$ cat src/rtl/super_reu_pkg.sv
// Shared Super-REU definitions: default HyperRAM bus widths used by the DMA engine,
// MMC64 and the arbitrator, plus the write-buffer drain-state encoding.
package super_reu_pkg;

  localparam int HRAM_ABITS = 24;
  localparam int HRAM_DBITS = 8;

  typedef enum logic [1:0] {
    DRAIN_IDLE = 2'd0,
    DRAIN_WR   = 2'd1,
    DRAIN_RD   = 2'd2
  } drain_state_t;

endpackage

$ cat src/rtl/hram_wbuf_fifo.sv
// Entry storage, pointers and fill level for the HyperRAM posted-write buffer.
// With HRAM_WBUF_RAW_FWD_EN defined it also exposes every entry and a valid mask.
module hram_wbuf_fifo
  import super_reu_pkg::*;
#(
  parameter int ABITS = HRAM_ABITS,
  parameter int DBITS = HRAM_DBITS,
  parameter int DEPTH = 4
) (
  input  logic                     clk,
  input  logic                     reset_n,
  input  logic                     i_push,
  input  logic [ABITS-1:0]         i_pushA,
  input  logic [DBITS-1:0]         i_pushD,
  input  logic                     i_pop,
  output logic                     o_full,
  output logic                     o_empty,
  output logic [ABITS-1:0]         o_headA,
  output logic [DBITS-1:0]         o_headD,
  output logic [$clog2(DEPTH):0]   o_level
`ifdef HRAM_WBUF_RAW_FWD_EN
  ,
  output logic [DEPTH-1:0][ABITS-1:0] o_entA,
  output logic [DEPTH-1:0][DBITS-1:0] o_entD,
  output logic [DEPTH-1:0]            o_valid,
  output logic [$clog2(DEPTH)-1:0]    o_rdPtr
`endif
);

  localparam int PW = $clog2(DEPTH);
  localparam int LW = PW + 1;

  logic [ABITS-1:0] r_memA [DEPTH];
  logic [DBITS-1:0] r_memD [DEPTH];
  logic [PW-1:0]    r_wrPtr;
  logic [PW-1:0]    r_rdPtr;
  logic [LW-1:0]    r_level;

  always_ff @(posedge clk or negedge reset_n) begin
    if (!reset_n) begin
      r_wrPtr <= '0;
      r_rdPtr <= '0;
      r_level <= '0;
    end else begin
      if (i_push) r_wrPtr <= r_wrPtr + PW'(1);
      if (i_pop)  r_rdPtr <= r_rdPtr + PW'(1);
      if (i_push && !i_pop)
        r_level <= r_level + LW'(1);
      else if (!i_push && i_pop)
        r_level <= r_level - LW'(1);
    end
  end

  // Payload needs no reset; only the pointers and level define what is valid.
  always_ff @(posedge clk) begin
    if (i_push) begin
      r_memA[r_wrPtr] <= i_pushA;
      r_memD[r_wrPtr] <= i_pushD;
    end
  end

  assign o_full  = (r_level == LW'(DEPTH));
  assign o_empty = (r_level == '0);
  assign o_headA = r_memA[r_rdPtr];
  assign o_headD = r_memD[r_rdPtr];
  assign o_level = r_level;

`ifdef HRAM_WBUF_RAW_FWD_EN
  for (genvar g = 0; g < DEPTH; g++) begin : g_fwd
    logic [PW-1:0] w_age;
    assign w_age      = PW'(g) - r_rdPtr;
    assign o_entA[g]  = r_memA[g];
    assign o_entD[g]  = r_memD[g];
    assign o_valid[g] = ({1'b0, w_age} < r_level);
  end
  assign o_rdPtr = r_rdPtr;
`endif

endmodule

$ cat src/rtl/hram_write_buffer.sv
// Posted-write buffer between the DMA HyperRAM master port and the memory arbitrator.
// Define HRAM_WBUF_RAW_FWD_EN to answer reads that hit a queued write from the buffer.
module hram_write_buffer
  import super_reu_pkg::*;
#(
  parameter int ABITS = HRAM_ABITS,
  parameter int DBITS = HRAM_DBITS,
  parameter int DEPTH = 4
) (
  input  logic                   clk,
  input  logic                   reset_n,
  input  logic                   m_req,
  output logic                   m_ack,
  input  logic                   m_we,
  input  logic [ABITS-1:0]       m_a,
  input  logic [DBITS-1:0]       m_d,
  output logic [DBITS-1:0]       m_q,
  output logic                   s_req,
  input  logic                   s_ack,
  output logic                   s_we,
  output logic [ABITS-1:0]       s_a,
  output logic [DBITS-1:0]       s_d,
  input  logic [DBITS-1:0]       s_q,
  output logic [$clog2(DEPTH):0] level,
  output logic                   idle
);

  localparam int PW = $clog2(DEPTH);
  localparam int LW = PW + 1;

  drain_state_t     r_state;
  drain_state_t     w_stateNext;
  logic             r_mAck, r_sReq, r_sWe, r_idle;
  logic [DBITS-1:0] r_mQ, r_sD;
  logic [ABITS-1:0] r_sA;

  logic             w_newReq, w_push, w_pop, w_rdReq, w_fwdAck, w_idleNext;
  logic             w_full, w_empty, w_fwdHit;
  logic [ABITS-1:0] w_headA;
  logic [DBITS-1:0] w_headD, w_fwdData;
  logic [LW-1:0]    w_level, w_levelNext;

`ifdef HRAM_WBUF_RAW_FWD_EN
  logic [DEPTH-1:0][ABITS-1:0] w_entA;
  logic [DEPTH-1:0][DBITS-1:0] w_entD;
  logic [DEPTH-1:0]            w_valid;
  logic [PW-1:0]               w_rdPtr;
  logic [PW-1:0]               w_idx;

  // Walk from oldest to newest so the last hit leaves the most recent data.
  always_comb begin
    w_fwdHit  = 1'b0;
    w_fwdData = '0;
    w_idx     = '0;
    for (int k = 0; k < DEPTH; k++) begin
      w_idx = w_rdPtr + PW'(k);
      if (w_valid[w_idx] && (w_entA[w_idx] == m_a)) begin
        w_fwdHit  = 1'b1;
        w_fwdData = w_entD[w_idx];
      end
    end
  end
`else
  assign w_fwdHit  = 1'b0;
  assign w_fwdData = '0;
`endif

  hram_wbuf_fifo #(
    .ABITS(ABITS),
    .DBITS(DBITS),
    .DEPTH(DEPTH)
  ) u_fifo (
    .clk     (clk),
    .reset_n (reset_n),
    .i_push  (w_push),
    .i_pushA (m_a),
    .i_pushD (m_d),
    .i_pop   (w_pop),
    .o_full  (w_full),
    .o_empty (w_empty),
    .o_headA (w_headA),
    .o_headD (w_headD),
    .o_level (w_level)
`ifdef HRAM_WBUF_RAW_FWD_EN
    ,
    .o_entA  (w_entA),
    .o_entD  (w_entD),
    .o_valid (w_valid),
    .o_rdPtr (w_rdPtr)
`endif
  );

  // A held request is only seen again once the previous ack pulse has gone.
  always_comb begin
    w_newReq    = m_req && !r_mAck;
    w_push      = w_newReq && m_we && !w_full;
    w_fwdAck    = w_newReq && !m_we && w_fwdHit;
    w_rdReq     = w_newReq && !m_we && !w_fwdHit;
    w_pop       = (r_state == DRAIN_WR) && s_ack;
    w_stateNext = r_state;
    case (r_state)
      DRAIN_IDLE: begin
        if (!w_empty)     w_stateNext = DRAIN_WR;
        else if (w_rdReq) w_stateNext = DRAIN_RD;
      end
      DRAIN_WR, DRAIN_RD: if (s_ack) w_stateNext = DRAIN_IDLE;
      default:            w_stateNext = DRAIN_IDLE;
    endcase
    w_levelNext = w_level + LW'(w_push) - LW'(w_pop);
    w_idleNext  = (w_levelNext == '0) && (w_stateNext == DRAIN_IDLE);
  end

  always_ff @(posedge clk or negedge reset_n) begin
    if (!reset_n) begin
      r_state <= DRAIN_IDLE;
      r_mAck  <= 1'b0;
      r_mQ    <= '0;
      r_sReq  <= 1'b0;
      r_sWe   <= 1'b0;
      r_sA    <= '0;
      r_sD    <= '0;
      r_idle  <= 1'b1;
    end else begin
      r_state <= w_stateNext;
      r_idle  <= w_idleNext;
      r_mAck  <= w_push || w_fwdAck;
      if (w_fwdAck) r_mQ <= w_fwdData;
      case (r_state)
        DRAIN_IDLE: begin
          if (w_stateNext == DRAIN_WR) begin
            r_sReq <= 1'b1;
            r_sWe  <= 1'b1;
            r_sA   <= w_headA;
            r_sD   <= w_headD;
          end else if (w_stateNext == DRAIN_RD) begin
            r_sReq <= 1'b1;
            r_sWe  <= 1'b0;
            r_sA   <= m_a;
          end
        end
        DRAIN_WR: if (s_ack) r_sReq <= 1'b0;
        DRAIN_RD: begin
          if (s_ack) begin
            r_sReq <= 1'b0;
            r_mQ   <= s_q;
            r_mAck <= 1'b1;
          end
        end
        default: ;
      endcase
    end
  end

  assign m_ack = r_mAck;
  assign m_q   = r_mQ;
  assign s_req = r_sReq;
  assign s_we  = r_sWe;
  assign s_a   = r_sA;
  assign s_d   = r_sD;
  assign level = w_level;
  assign idle  = r_idle;

endmodule

$ cat config.mk
export PLATFORM = sky130hd
export DESIGN_NAME = hram_write_buffer
export DESIGN_NICKNAME = d
export VERILOG_FILES = /design/src/rtl/super_reu_pkg.sv /design/src/rtl/hram_wbuf_fifo.sv /design/src/rtl/hram_write_buffer.sv
export SDC_FILE = /design/constraint.sdc
export NUM_CORES = 1
export LEC_CHECK = 0
export ABC_AREA = 1
export BUFFER_PORTS_ARGS = -buffer_cell sky130_fd_sc_hd__buf_4
export CAP_MARGIN = 20
export CORE_MARGIN = 2
export CORE_UTILIZATION = 29
export CTS_BUF_LIST = sky130_fd_sc_hd__clkbuf_16
export DETAILED_ROUTE_END_ITERATION = 10
export PLACE_DENSITY_LB_ADDON = 0.12
export SETUP_SLACK_MARGIN = 0.02
export SLEW_MARGIN = 20
export SYNTH_ARGS = -nofsm -noshare
export SYNTH_HDL_FRONTEND = slang
export SYNTH_SLANG_ARGS = --single-unit
$ cat constraint.sdc
create_clock -name clk -period 2.4 [get_ports clk]
set_input_delay 0.48 -clock clk [delete_from_list [all_inputs] [get_ports clk]]
set_output_delay 0.48 -clock clk [all_outputs]
set_load 0.05 [all_outputs]
* Word-level counts from Yosys, hierarchy flattened
Memory sizes are Yosys's and may differ from the RTL's. A register that Yosys moved wholly into a read port is not among the register bits.
Index checks and enable logic that the tools add are counted.
** Storage, ports and cells
- Register bits after elaboration :: 45
- Memory bits (writable) :: 128
- Word-level logic and storage cells :: 69
- Memories :: 2
** Memories
- u_fifo.r_memA :: words 4, width 24, rd ports 1, clocked after memory_dff 0, write ports 1, line hram_wbuf_fifo.sv:33 : logic [ABITS-1:0] r_memA [DEPTH];
- u_fifo.r_memD :: words 4, width 8, rd ports 1, clocked after memory_dff 1, write ports 1, line hram_wbuf_fifo.sv:34 : logic [DBITS-1:0] r_memD [DEPTH];
** Cells by class
- Add/subtract/negate cells :: 6
- Equality and inequality tests :: 7
- Mux-type cells :: 18
- Reduce and logical (&&, ||, !) cells :: 26
** Operators with widths (number)
- $mux 24 :: 2
- $mux 1 :: 9
- $logic_and 1x1->1 :: 8
- $logic_not 1->1 :: 6
- $logic_not 3->1 :: 2
- $mux 2 :: 3
- $mux 3 :: 2
- $reduce_and 2->1 :: 3
- $reduce_bool 2->1 :: 3
- $add 2x1->2 const B :: 2
- $eq 2x1->1 const B :: 2
- $eq 2x2->1 const B :: 2
- $logic_not 2->1 :: 2
- $pmux 2 s2 :: 1
- $add 3x1->3 :: 1
- $add 3x1->3 const B :: 1
- $eq 3x3->1 const B :: 1
- $ne 3x3->1 const B :: 1
- $reduce_and 3->1 :: 1
- $sub 3x1->3 :: 1
- $sub 3x1->3 const B :: 1
- $ne 2x1->1 const B :: 1
- $pmux 1 s2 :: 1
- $reduce_or 2->1 :: 1

* Depth between registers and ports, before layout
Gate-level depths: netlist of run 1.
- Depth in word-level cells :: 10
- Gate-level depth with buffers :: 14
- Gate-level depth less buffers :: 12

* By module
Synthesis of run 1 repeated with hierarchy kept, for this count alone.
** Unflattened totals
- Cells, all modules :: 644
- Area, all modules :: 7634.8 um^2
** By module, submodules not included
- hram_wbuf_fifo :: instances 1, cells each 421, area an instance 5449.0 um^2, sequential area each 4018.9 um^2
- hram_write_buffer :: instances 1, cells each 223, area an instance 2185.8 um^2, sequential area each 1152.4 um^2

* Least setup slack after synthesis of run 1
Ideal clock, no wire load.
- Path type :: register to register
- From :: register u_fifo.r_level[1] (netlist: u_fifo.o_level[1])
- To :: memory u_fifo.r_memA[0][0] in the netlist's numbering, enable pin
- Setup time :: 0.421 ns
- Arrival time :: 2.381 ns
- Required time :: 1.979 ns
- Path slack :: -0.402 ns
- Cell stages (with the launch flop) :: 5
- Buffers on the path :: 0
- Clock period less this slack :: 2.802 ns
- Path through :: dfrtp_1 > nor2_1 > nand2_1 > nand2_2 > nor2_1
** On the way
- Cells in the longest elaborated chain, start to end :: 5
** RTL lines
- start, declared :: line hram_wbuf_fifo.sv:37 : logic [LW-1:0] r_level;
- start signal, assigned :: line hram_wbuf_fifo.sv:48 : r_level <= r_level + LW'(1);
- start signal, assigned :: line hram_wbuf_fifo.sv:50 : r_level <= r_level - LW'(1);
- $eq 3x3->1 :: line hram_wbuf_fifo.sv:62 : assign o_full = (r_level == LW'(DEPTH));
- $logic_not 1->1 :: line hram_write_buffer.sv:96 : w_push = w_newReq && m_we && !w_full;
- $logic_and 1x1->1 :: line hram_write_buffer.sv:96
- $mux 1 :: line hram_wbuf_fifo.sv:56 : if (i_push) begin
- $mux 1 (not written as such) :: line hram_wbuf_fifo.sv:57 : r_memA[r_wrPtr] <= i_pushA;
- end, declared :: line hram_wbuf_fifo.sv:33
Every way passes these cells.

* Worst setup path in the final report of run 1
- From :: register u_fifo.r_level[1] (netlist: u_fifo.o_level[1])
- To :: register r_idle (netlist: idle)
** On the way
- Cells in the longest elaborated chain, start to end :: 7
- Elaborated cells between the ends (all ways) :: 11
** RTL lines
- $eq 3x3->1 :: line hram_wbuf_fifo.sv:62
- $logic_not 1->1 :: line hram_write_buffer.sv:96
- $logic_and 1x1->1 :: line hram_write_buffer.sv:96
- via u_fifo.i_push :: line hram_wbuf_fifo.sv:12 : input logic i_push,
- $add 3x1->3 :: line hram_write_buffer.sv:109 : w_levelNext = w_level + LW'(w_push) - LW'(w_pop);
- $sub 3x1->3 :: line hram_write_buffer.sv:109
- $logic_not 3->1 :: line hram_write_buffer.sv:110 : w_idleNext = (w_levelNext == '0) && (w_stateNext == DRAIN_IDLE);
- $logic_and 1x1->1 :: line hram_write_buffer.sv:110
- via w_idleNext :: line hram_write_buffer.sv:37 : logic w_newReq, w_push, w_pop, w_rdReq, w_fwdAck, w_idleNext;
- end signal, assigned :: line hram_write_buffer.sv:125 : r_idle <= w_idleNext;
- end, declared :: line hram_write_buffer.sv:33 : logic r_mAck, r_sReq, r_sWe, r_idle;
The timed path passes the listed nets, and every way through them passes these cells.
A chain may end at the register's enable or synchronous reset.

==> flow_metrics.py, run 1 <==
metrics = {
    "run_status": {
        "status": "completed",
    },
    "setup_path": {
        "critPathMaxFanout": 6,
        "cp_data_required_time_ns": 2.76,
        "worstPathArrival_ns": 2.59,
        "critPathKind": "flop to flop",
        "reg2regPathDepth": 11,
        "r2r-start": "u_fifo.o_level[1]$_DFFE_PN0N_",
        "endpoint_kind": "flop",
        "worstReg2RegEnd": "idle$_DFF_PN1_",
        "critPathLaunchType": "flop",
        "rrSetupSlack_ns": 0.17,
    },
    "floorplan": {
        "fp-row-count": 58,
        "core-area_sq_um": 25250,
        "initial_core_util": 0.2963,
        "die_area_sq_um": 27100,
        "die_h_microns": 164.6,
        "die_x_microns": 164.6,
        "pin_count": 92,
    },
    "timing": {
        "fin_crit_sh": 0.9301,
        "timing.final.crit_period_ns": 2.232,
        "relSlewSlack": 0.4902,
        "setup_viol": 0,
        "rsz0062_at_grt": "false",
        "max_freq_mhz": 448.0,
        "finalClockSkew_ns": 0.008530,
        "finalMaxSlewViolations": 0,
        "hold_viol": 0,
        "worst_slew_pin_slew_ns": 0.7647,
    },
    "power": {
        "vdd_ir_drop_max_v": 0.0006816,
        "powerDensity_nw_per_um2": 1388,
        "leakagePower_uw": 0.003794,
    },
    "synthesis": {
        "mappedNetlistNets": 706,
        "synth-compound-area-share": 0.02274,
        "syn_inst": 645,
        "avgSynthCellArea_sq_um": 11.60,
        "synth_top_family_by_area": "simple AND/OR/NAND/NOR gates",
        "ys_warn_count": 0,
        "synth.ff_latch_count": 181,
        "yosys.area_share.adder": 0.02876,
        "synthMuxAreaShare": 0.01204,
        "yosysUniqueCellTypes": 27,
        "syn_area_sq_um": 7482,
        "synth_xor_area_frac": 0.007023,
        "ys_seq_area_frac": 0.6911,
        "synthSimpleGateAreaFrac": 0.1972,
    },
    "detailed_routing": {
        "wl_per_cell_microns": 17.14,
        "ant_nets": 0,
        "drt_iter0_drc": 308,
        "drcViolationCount": 0,
        "viasPerCell": 4.597,
        "first_pass_iters": 5,
        "drt_wl_total_microns": 18690,
        "via_count": 5011,
    },
    "layout": {
        "multi_input_area_sq_um": 2057,
        "drive_gt1_frac": 0.2316,
        "post-route-util": 0.3695,
        "final_nets": 808,
        "layout_commonest_cell": "nand2_1",
        "fillers": 2461,
        "insertedDiodeCount": 0,
        "fin_area_sq_um": 9331,
        "register_area_sq_um": 5179,
        "final_cell_count_no_fill": 1090,
        "mostFrequentLayoutCells": "nand2_1, edfxtp_1, buf_4",
        "area_delta_synth_final_pct": 24.72,
    },
    "clock_network": {
        "clockRootBuffer": "clkbuf_16",
        "cts_tree": "built",
        "numClockSinks": 181,
        "clkTransAtPathRegs_ns": 0.08,
        "cts.path.max_buffers": 2,
        "cts.htree.levels": 4,
        "worstSkewPairLatency_ns": 0.43,
        "numCtsBuffers": 17,
    },
    "placement": {
        "place_area_sq_um": 8621,
        "place_congestion": 0.7624,
        "dp_hpwl_microns": 11240,
        "dpl.cell_count": 1055,
        "portBuffers": 91,
    },
    "hold_path": {
        "min_path_type": "input pin to async pin",
    },
    "job": {
        "drv_cap": 0,
    },
    "grt": {
        "track_usage": 0.1458,
        "grt_pass1_vias": 5286,
        "grt_max_degree": 66,
        "grt_pass1_wl_microns": 29460,
        "grt_antenna_before_repair": 2,
        "overflow": 0,
    },
}
cell usage after synthesis:
library cell    n  area (sq um)
nor2_2          1         6.260
nand2_1       164         615.6
dfstp_2         1         26.28
nor2_8          1         20.02
buf_1           1         3.750
o21ai_0        13         65.06
o21ai_1         9         45.04
ha_1           14         175.2
buf_2          18         90.09
buf_6           7         78.83
a21oi_1        12         60.06
nand2_4         1         11.26
inv_2           2         7.510
nor2_1         70         262.8
clkbuf_1        1         3.750
nor3_1          1         5.000
buf_4           6         45.04
fa_1            2         40.04
nand3_1        87         435.4
inv_1          21         78.83
edfxtp_1      128          3844
nand2_2         1         6.260
nand4_1        18         112.6
dfrtp_1        52          1301
mux2_2          8         90.09
xor2_1          3         26.28
xnor2_1         3         26.28
stage by stage:
step / setup TNS (ns) / hold slack, ns / total power, uW / setup slack (ns)
floorplan: -32.27 / 0.1844 / 8208 / -0.2521
global placement: 0 / 0.4673 / 9927 / 0.1592
detailed placement: 0 / 0.4758 / 9978 / 0.05485
CTS: 0 / 0.009298 / 13040 / 0.02153
global route: 0 / 0.02812 / 13810 / 0.01703
finish: 0 / 0.009559 / 12950 / 0.1679
what timing repair did:
item | in CTS | in global routing
resized for setup | 0 | 4
hold buffers | 0 | 0
buffers inserted | 0 | 3
hold endpoints to repair | 0 | 0
setup endpoints to repair | 0 | 33
flip-flops by register name, summed over array words and instances, names as in the netlist:
| signal | flops |
|---|---|
| u_fifo.r_memA | 96 |
| u_fifo.r_memD | 32 |
| s_a | 24 |
| m_q | 8 |
| s_d | 8 |
| u_fifo.o_level | 3 |
| r_state | 2 |
| u_fifo.r_rdPtr | 2 |
| u_fifo.r_wrPtr | 2 |
| idle | 1 |
| m_ack | 1 |
| s_req | 1 |
| s_we | 1 |
per-layer routing:
layer | GRT usage | part of all wire | vias up
li1 | - | - | 2408
met1 | 0.1842 | 0.44 | 2446
met2 | 0.2467 | 0.49 | 126
met3 | 0.03566 | 0.053 | 27
met4 | 0.04585 | 0.016 | 4
met5 | 0 | 0.0018 | -
logic make-up (layout without fill, tap and decap cells):
| family | after synthesis | count (layout) |
|---|---|---|
| buf+inv | 56 | 171 |
| flops | 181 | 181 |
| compound gates | 34 | 34 |
| simple gates | 344 | 344 |
| fa+ha+maj | 16 | 16 |
| xor+xnor | 6 | 6 |
| mux | 8 | 8 |
power by group:
part	switching, uW	internal [uW]
Combinational	3870	1730
Clock	1310	1710
Sequential	344	3990
worst max path at each step:
stage | depth (start not counted) | start | endpoint
floorplan | 5 | m_ack$_DFF_PN0_ | u_fifo.r_memA[0][0]$_DFFE_PP_
global placement | 12 | m_we | idle$_DFF_PN1_
detailed placement | 12 | m_we | idle$_DFF_PN1_
CTS | 10 | r_state[0]$_DFF_PN0_ | s_a[5]$_DFFE_PN0P_
global route | 11 | r_state[0]$_DFF_PN0_ | s_a[10]$_DFFE_PN0P_
finish | 11 | u_fifo.o_level[1]$_DFFE_PN0N_ | idle$_DFF_PN1_
critical path: stages (launching register included):
cell	delay (ns)
dfrtp_2	0.46
nor2_1	0.12
nand2_1	0.07
nand2_2	0.07
inv_1	0.08
ha_4	0.29
inv_1	0.06
ha_1	0.20
fa_1	0.41
xnor2_2	0.19
xor2_1	0.16
nor2_1	0.06
final cells by class:
class / instances / share of cell area
sequential: 181 / 0.5550
multi-input combinational: 408 / 0.2204
timing repair buffer: 116 / 0.1014
clock buffer: 17 / 0.04559
tap: 330 / 0.04425
clock inverter: 15 / 0.02414
inverter: 23 / 0.009252
Power figures use the tool's default switching activity.
==> run 2: changes to the inputs <==
--- a/config.mk
+++ b/config.mk
@@ -8,7 +8,6 @@
 export ABC_AREA = 1
 export BUFFER_PORTS_ARGS = -buffer_cell sky130_fd_sc_hd__buf_4
 export CAP_MARGIN = 20
-export CORE_MARGIN = 2
 export CORE_UTILIZATION = 29
 export CTS_BUF_LIST = sky130_fd_sc_hd__clkbuf_16
 export DETAILED_ROUTE_END_ITERATION = 10
==> flow_metrics.py, run 2 (synthesis results as in run 1) <==
metrics = {
    "detailed_routing": {
        "drt_wl_total_microns": 18860,
        "drt_iter0_drc": 282,
        "first_pass_iters": 4,
        "drcViolationCount": 0,
        "wl_per_cell_microns": 17.21,
        "via_count": 5017,
        "viasPerCell": 4.578,
        "ant_nets": 0,
    },
    "grt": {
        "grt_pass1_vias": 5119,
        "grt_max_degree": 66,
        "grt_pass1_wl_microns": 29590,
        "track_usage": 0.1523,
        "grt_antenna_before_repair": 0,
        "overflow": 0,
    },
    "hold_path": {
        "min_path_type": "input pin to async pin",
    },
    "timing": {
        "relSlewSlack": 0.4511,
        "rsz0062_at_grt": "false",
        "max_freq_mhz": 442.2,
        "setup_viol": 0,
        "finalMaxSlewViolations": 0,
        "finalClockSkew_ns": 0.01107,
        "fin_crit_sh": 0.9423,
        "worst_slack_ns": 0.1385,
        "hold_viol": 0,
        "timing.final.crit_period_ns": 2.262,
        "worst_slew_pin_slew_ns": 0.8233,
        "setup_tns_ns": 0,
    },
    "layout": {
        "top_register": "u_fifo.r_memA",
        "fillers": 2481,
        "mostFrequentLayoutCells": "nand2_1, edfxtp_1, buf_4",
        "insertedDiodeCount": 0,
        "drive_gt1_frac": 0.2350,
        "final_nets": 814,
        "layout_commonest_cell": "nand2_1",
        "largest_reg_flops": 96,
        "fin_area_sq_um": 9334,
        "post-route-util": 0.3696,
        "area_delta_synth_final_pct": 24.75,
        "register_area_sq_um": 5177,
        "multi_input_area_sq_um": 2044,
    },
    "clock_network": {
        "cts_tree": "built",
        "cts.path.max_buffers": 2,
        "numCtsBuffers": 17,
        "hold_buffers": 0,
        "cts.htree.levels": 4,
        "numClockSinks": 181,
        "clockRootBuffer": "clkbuf_16",
        "clkTransAtPathRegs_ns": 0.08,
        "worstSkewPairLatency_ns": 0.43,
    },
    "setup_path": {
        "cpPeakStageDelay_ns": 0.42,
        "crit_slowest_cell": "dfrtp_1",
        "critPathLaunchType": "flop",
        "critPathMostFrequentCell": "ha_1",
        "worstPathCellList": "inv_1 > ha_1 > nand2_1 > ha_1 > inv_1 > ha_1 > fa_1 > xnor2_1 > xor2_1 > nor2_1",
        "critPathKind": "flop to flop",
        "critPathMaxFanout": 4,
        "endpoint_kind": "flop",
        "worstPathArrival_ns": 2.62,
        "cp_data_required_time_ns": 2.76,
    },
    "floorplan": {
        "pin_count": 92,
        "fp-row-count": 58,
        "die_h_microns": 162.6,
        "initial_core_util": 0.2963,
        "die_area_sq_um": 26450,
        "core-area_sq_um": 25250,
        "die_x_microns": 162.6,
    },
    "placement": {
        "place_area_sq_um": 8608,
        "dp_hpwl_microns": 11150,
        "dp_slack_ns": 0.007963,
        "portBuffers": 91,
        "place_congestion": 0.7262,
    },
    "power": {
        "vdd_ir_drop_max_v": 0.0006746,
        "powerDensity_nw_per_um2": 1383,
        "leakagePower_uw": 0.003794,
    },
    "job": {
        "drv_cap": 0,
    },
    "run_status": {
        "status": "completed",
    },
}
[run 2: worst max-delay path: cells and delay by family, from the launching register on]
kind	cells	cell delay, ns
adders and majority gates	4	1.08
DFF	1	0.42
xor gates and xnor gates	2	0.35
buffers and inverters	2	0.20
and+or+nand+nor	2	0.14
[run 2: routing by layer]
layer / vias to the layer above / GRT usage / wire length, microns
met2: 111 / 0.2580 / 9234
met5: - / 0 / 0
met4: 0 / 0.04376 / 219
met1: 2467 / 0.1913 / 8537
met3: 16 / 0.03896 / 872
li1: 2423 / - / -
[run 2: power by group]
part           switching [uW]  internal (uW)  total, uW  leakage [uW]
Sequential                338           3990       4320       0.00180
Combinational            3900           1790       5690       0.00169
Clock                    1310           1590       2900      0.000301
[run 2: worst paths after layout]
path                                                  to                  from  cells after the start  slack (ns)
max                                       idle$_DFF_PN1_  r_state[1]$_DFF_PN0_                     10        0.14
min                                  s_a[22]$_DFFE_PN0P_               reset_n                      1        0.14
max reg2reg                               idle$_DFF_PN1_  r_state[1]$_DFF_PN0_                     10        0.14
min reg2reg                          s_a[23]$_DFFE_PN0P_   s_a[23]$_DFFE_PN0P_                      2        0.49
max in group asynchronous  u_fifo.r_rdPtr[0]$_DFFE_PN0P_               reset_n                      1        1.65
min in group clk           u_fifo.r_memD[3][0]$_DFFE_PP_                m_d[0]                      1        0.25
[run 2: what timing repair did]
action                     in CTS  in global routing
hold endpoints to repair        0                  0
setup endpoints to repair      20                 35
setup buffers                   2                  7
pin swaps                       1                  1
gates resized for setup         1                  5
[run 2: final cells by class]
cell class	instances	area share
Clock inverter	15	0.02024
Tap cell	330	0.04424
Inverter	23	0.009651
Clock buffer	17	0.04558
Timing Repair Buffer	122	0.1066
Multi-Input combinational cell	408	0.2190
Sequential cell	181	0.5547
[run 2: per-stage QoR]
stage	total power, uW	instances	hold WS, ns
after CTS	13030	1089	0.1673
after global routing	13780	1096	0.1771
after detailed placement	9998	1055	0.4693
final	12910	1096	0.1399
after global placement	9955	1055	0.4653
after floorplan	8208	645	0.1844
